## src/rtl/tube_p_r3_dma_if.sv

```systemverilog
// Parasite-side bus bundle for the R3 DMA engine: Tube register pins plus the local memory port.
interface tube_p_r3_dma_if #(
    parameter int ADDR_W = 16,
    parameter int DATA_W = 8
);
    logic              p_nmi_b;
    logic [2:0]        p_addr;
    logic              p_cs_b;
    logic              p_rdnw;
    logic [DATA_W-1:0] p_data_out;
    logic [DATA_W-1:0] p_data_in;
    logic [ADDR_W-1:0] mem_addr;
    logic              mem_re;
    logic              mem_we;
    logic [DATA_W-1:0] mem_wdata;
    logic [DATA_W-1:0] mem_rdata;

    modport master (
        input  p_nmi_b, p_data_in, mem_rdata,
        output p_addr, p_cs_b, p_rdnw, p_data_out, mem_addr, mem_re, mem_we, mem_wdata
    );

    modport slave (
        output p_nmi_b, p_data_in, mem_rdata,
        input  p_addr, p_cs_b, p_rdnw, p_data_out, mem_addr, mem_re, mem_we, mem_wdata
    );
endinterface

```

## src/rtl/tube_p_r3_dma.sv

```systemverilog
// Parasite-end NMI-driven DMA for Tube R3: moves one or two bytes per PNMI between R3 and local memory.
module tube_p_r3_dma #(
    parameter int         ADDR_W       = 16,
    parameter logic [2:0] R3_ADDR      = 3'h5,
    parameter int         GUARD_CYCLES = 1
) (
    input  logic              p_phi2,
    input  logic              p_rst_b,
    input  logic              start,
    input  logic              abort,
    input  logic              dir,
    input  logic              two_byte,
    input  logic [ADDR_W-1:0] base_addr,
    input  logic [ADDR_W-1:0] length,
    output logic              busy,
    output logic              done,
    output logic [ADDR_W-1:0] remaining,
    tube_p_r3_dma_if.master   bus
);
    typedef enum logic [2:0] {
        S_IDLE, S_WAIT_NMI, S_BUS_RD, S_MEM_WR, S_MEM_RD, S_BUS_WR, S_GUARD, S_FIN
    } state_t;

    localparam logic [ADDR_W-1:0] ONE        = {{(ADDR_W-1){1'b0}}, 1'b1};
    localparam logic [1:0]        GUARD_LAST = 2'(GUARD_CYCLES - 1);

    state_t            r_state, w_next, w_after;
    logic              r_dir, r_two, r_second;
    logic [ADDR_W-1:0] r_ptr, r_rem, w_rem_dec;
    logic [1:0]        r_guard;
    logic [7:0]        r_wdata;
    logic              w_load, w_step, w_capture, w_burst, w_bus_act;

    always_ff @(posedge p_phi2 or negedge p_rst_b) begin
        if (!p_rst_b) r_state <= S_IDLE;
        else          r_state <= w_next;
    end

    always_comb begin
        w_next    = r_state;
        w_load    = 1'b0;
        w_step    = 1'b0;
        w_capture = 1'b0;
        w_burst   = 1'b0;
        w_rem_dec = r_rem - ONE;
        // Second byte of a two-byte burst follows immediately without resampling PNMI.
        if (w_rem_dec == '0)          w_after = S_FIN;
        else if (r_two && !r_second)  w_after = r_dir ? S_MEM_RD : S_BUS_RD;
        else                          w_after = S_GUARD;
        case (r_state)
            S_IDLE: if (start && !abort) begin
                w_load = 1'b1;
                w_next = (length == '0) ? S_FIN : S_WAIT_NMI;
            end
            S_WAIT_NMI: if (!bus.p_nmi_b) begin
                w_burst = 1'b1;
                w_next  = r_dir ? S_MEM_RD : S_BUS_RD;
            end
            S_BUS_RD: begin
                w_capture = 1'b1;
                w_next    = S_MEM_WR;
            end
            S_MEM_WR: begin
                w_step = 1'b1;
                w_next = w_after;
            end
            S_MEM_RD: w_next = S_BUS_WR;
            S_BUS_WR: begin
                w_step = 1'b1;
                w_next = w_after;
            end
            S_GUARD:  if (r_guard == GUARD_LAST) w_next = S_WAIT_NMI;
            S_FIN:    w_next = S_IDLE;
            default:  w_next = S_IDLE;
        endcase
        // A byte already handed to the Tube still counts; a byte only just popped is dropped.
        if (abort && r_state != S_IDLE) begin
            w_next    = S_IDLE;
            w_capture = 1'b0;
            w_burst   = 1'b0;
        end
    end

    always_ff @(posedge p_phi2 or negedge p_rst_b) begin
        if (!p_rst_b) begin
            r_dir    <= 1'b0;
            r_two    <= 1'b0;
            r_second <= 1'b0;
            r_ptr    <= '0;
            r_rem    <= '0;
            r_guard  <= 2'd0;
            r_wdata  <= 8'h00;
        end else begin
            if (w_load) begin
                r_dir    <= dir;
                r_two    <= two_byte;
                r_ptr    <= base_addr;
                r_rem    <= length;
                r_second <= 1'b0;
            end
            if (w_burst) r_second <= 1'b0;
            if (w_step) begin
                r_ptr    <= r_ptr + ONE;
                r_rem    <= w_rem_dec;
                r_second <= 1'b1;
            end
            if (w_capture) r_wdata <= bus.p_data_in;
            r_guard <= (r_state == S_GUARD) ? r_guard + 2'd1 : 2'd0;
        end
    end

    assign w_bus_act      = (r_state == S_BUS_RD) || (r_state == S_BUS_WR);
    assign busy           = (r_state != S_IDLE) && (r_state != S_FIN);
    assign done           = (r_state == S_FIN);
    assign remaining      = r_rem;
    assign bus.p_cs_b     = !w_bus_act;
    assign bus.p_rdnw     = (r_state != S_BUS_WR);
    assign bus.p_addr     = w_bus_act ? R3_ADDR : 3'h0;
    assign bus.p_data_out = (r_state == S_BUS_WR) ? bus.mem_rdata : 8'h00;
    assign bus.mem_re     = (r_state == S_MEM_RD);
    assign bus.mem_we     = (r_state == S_MEM_WR);
    assign bus.mem_addr   = (bus.mem_re || bus.mem_we) ? r_ptr : '0;
    assign bus.mem_wdata  = r_wdata;
endmodule

```

## src/flat_wrapper.sv

```systemverilog
// flat-port wrapper written by rule: the top's interface ports become plain ports
module tube_p_r3_dma_flat 
#(
    parameter int         ADDR_W       = 16,
    parameter logic [2:0] R3_ADDR      = 3'h5,
    parameter int         GUARD_CYCLES = 1
)
  (p_phi2, p_rst_b, start, abort, dir, two_byte, base_addr, length, busy, done, remaining, bus_p_nmi_b, bus_p_data_in, bus_mem_rdata, bus_p_addr, bus_p_cs_b, bus_p_rdnw, bus_p_data_out, bus_mem_addr, bus_mem_re, bus_mem_we, bus_mem_wdata);
  tube_p_r3_dma_if #(.ADDR_W(ADDR_W)) bus_i ();
  input  logic p_phi2;
  input  logic p_rst_b;
  input  logic start;
  input  logic abort;
  input  logic dir;
  input  logic two_byte;
  input  logic [ADDR_W-1:0] base_addr;
  input  logic [ADDR_W-1:0] length;
  output logic busy;
  output logic done;
  output logic [ADDR_W-1:0] remaining;
  input wire logic [$bits(bus_i.p_nmi_b)-1:0] bus_p_nmi_b;
  input wire logic [$bits(bus_i.p_data_in)-1:0] bus_p_data_in;
  input wire logic [$bits(bus_i.mem_rdata)-1:0] bus_mem_rdata;
  output wire logic [$bits(bus_i.p_addr)-1:0] bus_p_addr;
  output wire logic [$bits(bus_i.p_cs_b)-1:0] bus_p_cs_b;
  output wire logic [$bits(bus_i.p_rdnw)-1:0] bus_p_rdnw;
  output wire logic [$bits(bus_i.p_data_out)-1:0] bus_p_data_out;
  output wire logic [$bits(bus_i.mem_addr)-1:0] bus_mem_addr;
  output wire logic [$bits(bus_i.mem_re)-1:0] bus_mem_re;
  output wire logic [$bits(bus_i.mem_we)-1:0] bus_mem_we;
  output wire logic [$bits(bus_i.mem_wdata)-1:0] bus_mem_wdata;
  assign bus_i.p_nmi_b = bus_p_nmi_b;
  assign bus_i.p_data_in = bus_p_data_in;
  assign bus_i.mem_rdata = bus_mem_rdata;
  assign bus_p_addr = bus_i.p_addr;
  assign bus_p_cs_b = bus_i.p_cs_b;
  assign bus_p_rdnw = bus_i.p_rdnw;
  assign bus_p_data_out = bus_i.p_data_out;
  assign bus_mem_addr = bus_i.mem_addr;
  assign bus_mem_re = bus_i.mem_re;
  assign bus_mem_we = bus_i.mem_we;
  assign bus_mem_wdata = bus_i.mem_wdata;
  tube_p_r3_dma #(.ADDR_W(ADDR_W), .R3_ADDR(R3_ADDR), .GUARD_CYCLES(GUARD_CYCLES)) u_core (.p_phi2(p_phi2), .p_rst_b(p_rst_b), .start(start), .abort(abort), .dir(dir), .two_byte(two_byte), .base_addr(base_addr), .length(length), .busy(busy), .done(done), .remaining(remaining), .bus(bus_i));
endmodule
```

## config.mk

```make
export PLATFORM = sky130hd
export DESIGN_NAME = tube_p_r3_dma_flat
export DESIGN_NICKNAME = d
export VERILOG_FILES = /design/src/rtl/tube_p_r3_dma_if.sv /design/src/rtl/tube_p_r3_dma.sv /design/src/flat_wrapper.sv
export SDC_FILE = /design/constraint.sdc
export NUM_CORES = 1
export LEC_CHECK = 0
export CAP_MARGIN = 0
export CELL_PAD_IN_SITES_DETAIL_PLACEMENT = 1
export CELL_PAD_IN_SITES_GLOBAL_PLACEMENT = 2
export CORE_UTILIZATION = 23
export CTS_BUF_LIST = sky130_fd_sc_hd__clkbuf_16
export CTS_CLUSTER_SIZE = 10
export DETAILED_ROUTE_END_ITERATION = 16
export PLACE_DENSITY_LB_ADDON = 0.1
export RECOVER_POWER = 50
export SYNTH_ARGS = -nofsm -noshare
export SYNTH_HDL_FRONTEND = slang
export SYNTH_SLANG_ARGS = --single-unit
```

## constraint.sdc

```tcl
create_clock -name p_phi2 -period 2.43 [get_ports p_phi2]
set_clock_uncertainty 0.2 [all_clocks]
set_input_delay 0.486 -clock p_phi2 [delete_from_list [all_inputs] [get_ports p_phi2]]
set_output_delay 0.486 -clock p_phi2 [all_outputs]
set_load 0.01 [all_outputs]
```

==> run summary, run 1 <==
The floorplan step defined a core boundary enclosing 12700 um^2. For the worst setup path, the data arrival time is 1820 ps. Setup repair after global routing could not meet its margin everywhere. The worst path setup slack after routing came out at -77.2 ps.

For the pin with the worst max-slew slack, the measured transition is 930 ps. The number of CTS-inserted buffers is 5. After detailed routing, the number of remaining DRC violations is 0. The number of warning messages in the yosys log came out at 0. The share of flip-flops with an asynchronous set or reset after synthesis came out at 100%. The most common cell after layout, fill and taps aside is sky130_fd_sc_hd__clkdlybuf4s50_1. The number of nets still failing antenna checks after routing came out at 0. The final-layout setup total negative slack came out at -155 ps. The element type at the critical path start is a register. The violation count after the first detailed-route iteration came out at 152. The worst slew slack as a fraction of its limit came out at 38.0%.

The number of global-route vias before repair is 3487. The peak supply drop came out at 0.405 mV. For this run, the total global-route usage over all layers was measured as 17.7%.

The clock tree buffer depth came out at 2. The number of primary I/O pins came out at 112. The cell row count is 41. After detailed routing, the average wire length per cell comes to 17.0 um.

The count of placed standard cells including taps is 667. The instance count of the mapped netlist came out at 351. The type of the tightest min-delay check is register to register. The sum of overflow across all layers after global routing is 0. The number of flops mapped to enable cells by yosys is 0. The area growth from synthesis to layout came out at 61.7%. The number of fill cells came out at 1518. The floorplan die width came out at 116 um. The achievable clock frequency is 0.399 GHz.

Clock tree synthesis found a total of 48 sinks. The final count of hold timing violations came out at 0. The final period utilization came out at 103%. The post-synthesis area per instance came out at 8.54 um^2. The worst setup path is captured at a primary output. The tool flagged a number of max-cap violations equal to 0. Before antenna repair, the detailed router went through 4 iterations.

Summing over every cut layer, the via total after detailed routing is 3349. The run finished, with violations left. The repair_antennas step left the layout with diodes totalling 0. The total number of H-tree levels came out at 2. The flop and latch count out of synthesis came out at 48. The final reports fail on negative setup slack.

The height of the die came out at 116 um. The half-perimeter wire length of the detailed placement result came out at 8.74 mm. The top fanout value on the critical path is 6. The most used flip-flop cell after synthesis is sky130_fd_sc_hd__dfrtp_1. Synthesis instantiated 49 different standard cells from the library. The clock transition time at the flip-flop clock pins of the worst setup and hold paths came out at 70 ps. The power per cell area is 925 nW/um^2. The first global-routing pass estimated 18.4 mm of wire.

TritonCTS built the clock tree. The die covers 13500 um^2. The count of final setup violators is 3. The critical path is of the register to primary output type. Summed over all layers, the routed wires come to 11.7 mm. In the layout the commonest cells are sky130_fd_sc_hd__clkdlybuf4s50_1 (79), sky130_fd_sc_hd__buf_4 (60), sky130_fd_sc_hd__dfrtp_1 (47). The count of final max-slew check failures was 0. Data on the critical path is required at its endpoint by 1740 ps. At the end of the flow, the number of nets in the layout was 572. The number of nets in the synthesized netlist is 410. The number of antenna violations at the first check in global routing came out at 0.

In the final layout, the share of cells above drive strength 1 is 23.7%. The last weighted congestion value of the routability-driven placer came out at 0.798. The register area share after synthesis is 40.1%. The via-per-instance ratio came out at 4.88. The final instance count without filler cells came out at 686. The root buffer cell chosen for the clock tree is sky130_fd_sc_hd__clkbuf_16. The starting density of the core came out at 23.7%.

Summing every instance area after synthesis gives 3000 um^2. The count of input and output buffers is 110. Entering global routing, the biggest net connects 27 pins. The clock latency on the worst-skew pair came out at 290 ps.

The final critical path time including I/O delays and setup came out at 2510 ps. The static leakage came out at 2.13 nW. The utilization after layout is 38.3%.
[flip-flops by register name (all words and copies together), names as in the netlist]
register	count
u_core.r_ptr	16
u_core.remaining	16
u_core.bus.mem_wdata	8
u_core.r_state	3
u_core.r_guard	2
u_core.r_dir	1
u_core.r_second	1
u_core.r_two	1
[critical path, stage by stage (launching register included)]
cell and delay (ps):
sky130_fd_sc_hd__dfrtp_1 420, sky130_fd_sc_hd__nor2b_1 160, sky130_fd_sc_hd__and2_4 180, sky130_fd_sc_hd__or2_4 260, sky130_fd_sc_hd__buf_4 150, sky130_fd_sc_hd__and2_1 150, sky130_fd_sc_hd__clkdlybuf4s15_2 220
[kinds of logic (layout without fill, tap and decap cells)]
logic type	count (synthesis)	after routing	synth area share (%)
AND/OR/NAND/NOR	164	165	28.5
multiplexers	8	8	3.00
buffers and inverters	30	192	4.26
AO/OA/AOI/OAI	91	91	21.0
flip-flops	48	48	40.0
adder cells (fa/ha/maj)	4	4	1.67
other	1	1	0.125
XOR/XNOR	5	5	1.46
[path summary, 6_finish.rpt]
path	from	end	slack, ps	cells past startpoint
setup reg to reg	u_core.remaining[0]	u_core.r_state[1]	0	6
min in group asynchronous	p_rst_b	u_core.r_ptr[11]	650	2
setup / recovery	u_core.r_state[1]	bus_mem_addr[12]	-80	6
hold / removal	u_core.r_guard[0]	u_core.r_guard[0]	250	1
hold reg to reg	u_core.r_guard[0]	u_core.r_guard[0]	250	1
max in group asynchronous	p_rst_b	u_core.r_state[0]	550	3
[stage by stage]
stage	instance area [um^2]	worst slack (ps)	power [W]	hold WS, ps
2_1_floorplan	3000	8.90	0.00248	-9.59
3_3_place_gp	4630	22.7	0.00371	220
3_5_place_dp	4630	-35.0	0.00375	230
4_1_cts	4820	-189	0.00449	249
5_1_grt	4850	-151	0.00482	270
6_report	4850	-77.2	0.00449	252
[layout make-up]
class / count / area (um^2) / area share (%)
Sequential cell: 48 / 1200 / 24.8
Tap cell: 172 / 215 / 4.44
Inverter: 11 / 41.3 / 0.851
Clock buffer: 5 / 125 / 2.58
Multi-Input combinational cell: 274 / 1750 / 36.0
Timing Repair Buffer: 173 / 1500 / 31.0
Clock inverter: 3 / 18.8 / 0.387
[metal layers]
| metal | wire length (um) | up-vias | global-route usage, % | share of wire (%) |
|---|---|---|---|---|
| li1 | - | 1610 | - | - |
| met5 | 0 | - | 0 | 0 |
| met3 | 455 | 6 | 2.44 | 3.9 |
| met4 | 77 | 0 | 4.02 | 0.66 |
| met2 | 5590 | 85 | 30.3 | 48 |
| met1 | 5560 | 1648 | 23.7 | 48 |
[Yosys cell counts, types with 2 or more instances]
library cell | n | area [um^2]
sky130_fd_sc_hd__dfrtp_1 | 48 | 1200
sky130_fd_sc_hd__nor2_1 | 42 | 158
sky130_fd_sc_hd__nand2_1 | 36 | 135
sky130_fd_sc_hd__and2_1 | 29 | 181
sky130_fd_sc_hd__o21ai_0 | 20 | 100
sky130_fd_sc_hd__a21oi_1 | 17 | 85.1
sky130_fd_sc_hd__a211oi_1 | 12 | 90.1
sky130_fd_sc_hd__clkbuf_1 | 11 | 41.3
sky130_fd_sc_hd__inv_1 | 11 | 41.3
sky130_fd_sc_hd__nor3_1 | 10 | 50.1
sky130_fd_sc_hd__mux2_2 | 8 | 90.1
sky130_fd_sc_hd__a311oi_1 | 7 | 61.3
sky130_fd_sc_hd__o211ai_1 | 7 | 52.6
sky130_fd_sc_hd__o22ai_1 | 7 | 43.8
sky130_fd_sc_hd__nand3_1 | 6 | 30.0
sky130_fd_sc_hd__nor4_1 | 6 | 37.5
sky130_fd_sc_hd__o311ai_0 | 6 | 52.6
sky130_fd_sc_hd__and3_1 | 5 | 31.3
sky130_fd_sc_hd__nand4_1 | 5 | 31.3
sky130_fd_sc_hd__ha_1 | 4 | 50.1
sky130_fd_sc_hd__nor3b_1 | 4 | 30.0
sky130_fd_sc_hd__or4_1 | 4 | 30.0
sky130_fd_sc_hd__xnor2_1 | 4 | 35.0
sky130_fd_sc_hd__a221o_1 | 3 | 30.0
sky130_fd_sc_hd__a32oi_1 | 3 | 26.3
sky130_fd_sc_hd__and4_1 | 3 | 26.3
sky130_fd_sc_hd__buf_2 | 3 | 15.0
sky130_fd_sc_hd__buf_4 | 3 | 22.5
sky130_fd_sc_hd__nand2b_1 | 3 | 18.8
sky130_fd_sc_hd__buf_1 | 2 | 7.51
sky130_fd_sc_hd__nor2b_1 | 2 | 12.5
sky130_fd_sc_hd__or2_2 | 2 | 12.5
sky130_fd_sc_hd__or3_4 | 2 | 22.5
[timing repair]
item,4_1_cts,5_1_grt
cloned,1,0
resized for setup,49,52
hold endpoints to repair,12,0
setup endpoints to repair,30,43
pin swaps,3,4
hold buffers,1,0
buffers inserted,5,4
[power breakdown]
group / leakage (nW) / internal, W / switching, W
clock: 0.0736 / 0.000380 / 0.000322
sequential: 0.578 / 0.00113 / 0.000349
combinational: 1.48 / 0.00121 / 0.00109
Note: power is estimated with default switching activity, not from simulation.
==> run 2: changes to the inputs <==
- SLEW_MARGIN: not set -> 20
==> results of run 2 <==
The final DEF is identical to that of run 1; final timing and power are the same.
==> run 3: changes to the inputs <==
- CORE_ASPECT_RATIO: not set -> 2
- CTS_BUF_LIST: sky130_fd_sc_hd__clkbuf_16 -> sky130_fd_sc_hd__clkbuf_4 sky130_fd_sc_hd__clkbuf_8
- SETUP_SLACK_MARGIN: not set -> 0.2
==> run summary, run 3 (synthesized netlist as in run 1, its figures left out) <==
Outcome: complete, no violations (was complete, but fails checks). The peak supply drop was 0.399 mV (was 0.405 mV). The CTS tree is built (unchanged). The count of placed standard cells including taps came out at 642 (was 667).

The clock latency on the worst-skew pair is 320 ps (was 290 ps). The antenna diode count is 0 (unchanged). The number of antenna violations at the first check in global routing came out at 0 (unchanged). The starting density of the core is 23.8% (was 23.7%). The endpoint kind of the worst setup timing path is a register (was primary output). The last weighted congestion value of the routability-driven placer is 0.828 (was 0.798). The half-perimeter wire length of the detailed placement result came out at 9.63 mm (was 8.74 mm).

The first-pass GRT wire length came out at 19.8 mm (was 18.4 mm). The number of global-route vias before repair is 3679 (was 3487). The count of final setup violators is 0 (was 3).

The signal arrival time at the worst endpoint is 2350 ps (was 1820 ps). The area growth from synthesis to layout came to 70.0% (was 61.7%). The violation count after the first detailed-route iteration is 113 (was 152). The clock tree buffer depth came out at 2 (unchanged). The share of final-layout standard cells stronger than drive strength 1 is 36.1% (was 23.7%).

The routed via count was 3453 (was 3349). The number of nets in the layout is 576 (was 572). The overall routing resource usage came out at 19.9% (was 17.7%). The top fanout value on the critical path came out at 4 (was 6). The worst slew slack as a fraction of its limit was 27.8% (was 38.0%). The wire length per cell after detailed routing came out at 18.9 um (was 17.0 um). The transition time at the pin with the least slew margin was 1080 ps (was 930 ps).

The achievable clock frequency is 0.424 GHz (was 0.399 GHz). The power per cell area was 916 nW/um^2 (was 925 nW/um^2). Top library cells by usage in the layout, fill and taps aside: sky130_fd_sc_hd__clkdlybuf4s50_1 (75), sky130_fd_sc_hd__buf_4 (51), sky130_fd_sc_hd__dfrtp_1 (42) (was sky130_fd_sc_hd__clkdlybuf4s50_1 (79), sky130_fd_sc_hd__buf_4 (60), sky130_fd_sc_hd__dfrtp_1 (47)). The floorplan die width came out at 82.7 um (was 116 um). The number of CTS-inserted buffers is 5 (unchanged). The required time of the critical path is 2420 ps (was 1740 ps).

The cell row count came to 58 (was 41). The count of input and output buffers was 110 (unchanged). The total core area is 12600 um^2 (was 12700 um^2).

The final critical path time including I/O delays and setup is 2360 ps (was 2510 ps). The detailed-route DRC error count is 0 (unchanged). The count of TritonRoute iterations in the first routing pass is 4 (unchanged). The count of final max-slew check failures came out at 0 (unchanged). The class of the most critical setup path was register to register (was register to primary output). The most common cell after layout, fill and taps aside is sky130_fd_sc_hd__clkdlybuf4s50_1 (unchanged).

The static leakage came out at 2.14 nW (was 2.13 nW). The number of max-capacitance violations reported came out at 0 (unchanged). RSZ-0062 raised after global routing: true (unchanged). The total wire length after detailed routing came to 12.6 mm (was 11.7 mm). The final-layout setup total negative slack was 0 ps (was -155 ps). The final instance count without filler cells is 668 (was 686). The pin count of the biggest net entering global routing is 31 (was 27). The sum of overflow across all layers after global routing is 0 (unchanged). The TritonCTS sink count is 48 (unchanged). The number of fill cells came out at 1466 (was 1518).

The clock transition time at the flip-flop clock pins of the worst setup and hold paths came out at 100 ps (was 70 ps). The number of nets still failing antenna checks after routing came to 0 (unchanged). The element type at the critical path start is a register (unchanged). The area of the die came to 13500 um^2 (about the same). The final period utilization came out at 97.1% (was 103%). The number of primary I/O pins came to 112 (unchanged). The height of the die came to 163 um (was 116 um). The root buffer cell was sky130_fd_sc_hd__clkbuf_8 (was sky130_fd_sc_hd__clkbuf_16).

The type of the tightest min-delay check is primary input to async pin (was register to register). The via-per-instance ratio came out at 5.17 (was 4.88). The total number of H-tree levels was 2 (unchanged).

The final count of hold timing violations is 0 (unchanged).
==> run 3: changes by cell type in the layout (fill, tap and decap cells not counted), sizes merged, moves of 2 or more <==
cell           change
clkinvlp           +2
clkbuf             -8
clkinv             -2
clkdlybuf4s50      -4
clkdlybuf4s15      -4
dlymetal6s2s       -5
buf               +25
==> run 3: worst paths after layout <==
kind	start	endpoint	cells past startpoint	slack [ps]
setup / recovery	u_core.remaining[8]	u_core.remaining[15]	5	70
min in group p_phi2	u_core.r_guard[0]	u_core.r_guard[0]	1	250
setup reg to reg	u_core.remaining[8]	u_core.remaining[15]	5	70
hold / removal	p_rst_b	u_core.r_second	1	50
max in group asynchronous	p_rst_b	u_core.bus.mem_wdata[4]	2	530
hold reg to reg	u_core.r_guard[0]	u_core.r_guard[0]	1	250
==> run 3: worst max-delay path, cell delays in order, from the launching register on <==
cell and delay (ps):
sky130_fd_sc_hd__dfrtp_1 430, sky130_fd_sc_hd__or4_4 550, sky130_fd_sc_hd__or3_4 410, sky130_fd_sc_hd__or3_4 370, sky130_fd_sc_hd__o211ai_2 160, sky130_fd_sc_hd__o311ai_2 110
==> run 3: power breakdown <==
group          leakage, nW  switching (W)  internal [W]
combinational         1.52        0.00120       0.00143
sequential           0.573       0.000387       0.00114
clock               0.0404       0.000307      0.000205
==> run 3: final cells by class <==
| type | count | area [um^2] | area share, % |
|---|---|---|---|
| multi-input combinational | 274 | 1920 | 37.6 |
| timing repair buffer | 177 | 1650 | 32.4 |
| sequential | 48 | 1210 | 23.7 |
| tap | 150 | 188 | 3.68 |
| clock buffer | 5 | 68.8 | 1.35 |
| inverter | 11 | 43.8 | 0.859 |
| clock inverter | 3 | 23.8 | 0.466 |
==> run 3: timing repair <==
item / in CTS / in global routing
endpoints found under the setup margin: 40 / 56
buffers inserted: 9 / 8
hold buffers: 0 / 0
gates cloned: 1 / 0
pin swaps: 15 / 25
gates resized for setup: 131 / 106
==> run 3: per-stage QoR <==
stage,instance area [um^2],hold WS (ps),utilization [%],worst slack [ps],power [W]
after global placement,4620,224,36.6,-45.3,0.00379
final,5100,45.2,40.4,71.3,0.00467
after CTS,4890,68.3,38.7,14.7,0.00454
after detailed placement,4620,229,36.6,-47.9,0.00384
after floorplan,3030,-9.59,-,50.2,0.00250
after global routing,5100,79.5,40.4,-31.2,0.00503
==> run 3: per-layer routing <==
layer	wire length [um]	GRT usage (%)	vias up
li1	-	-	1614
met4	363	8.23	0
met5	0	0	-
met2	7280	38.5	98
met1	4450	20.4	1722
met3	499	2.18	19
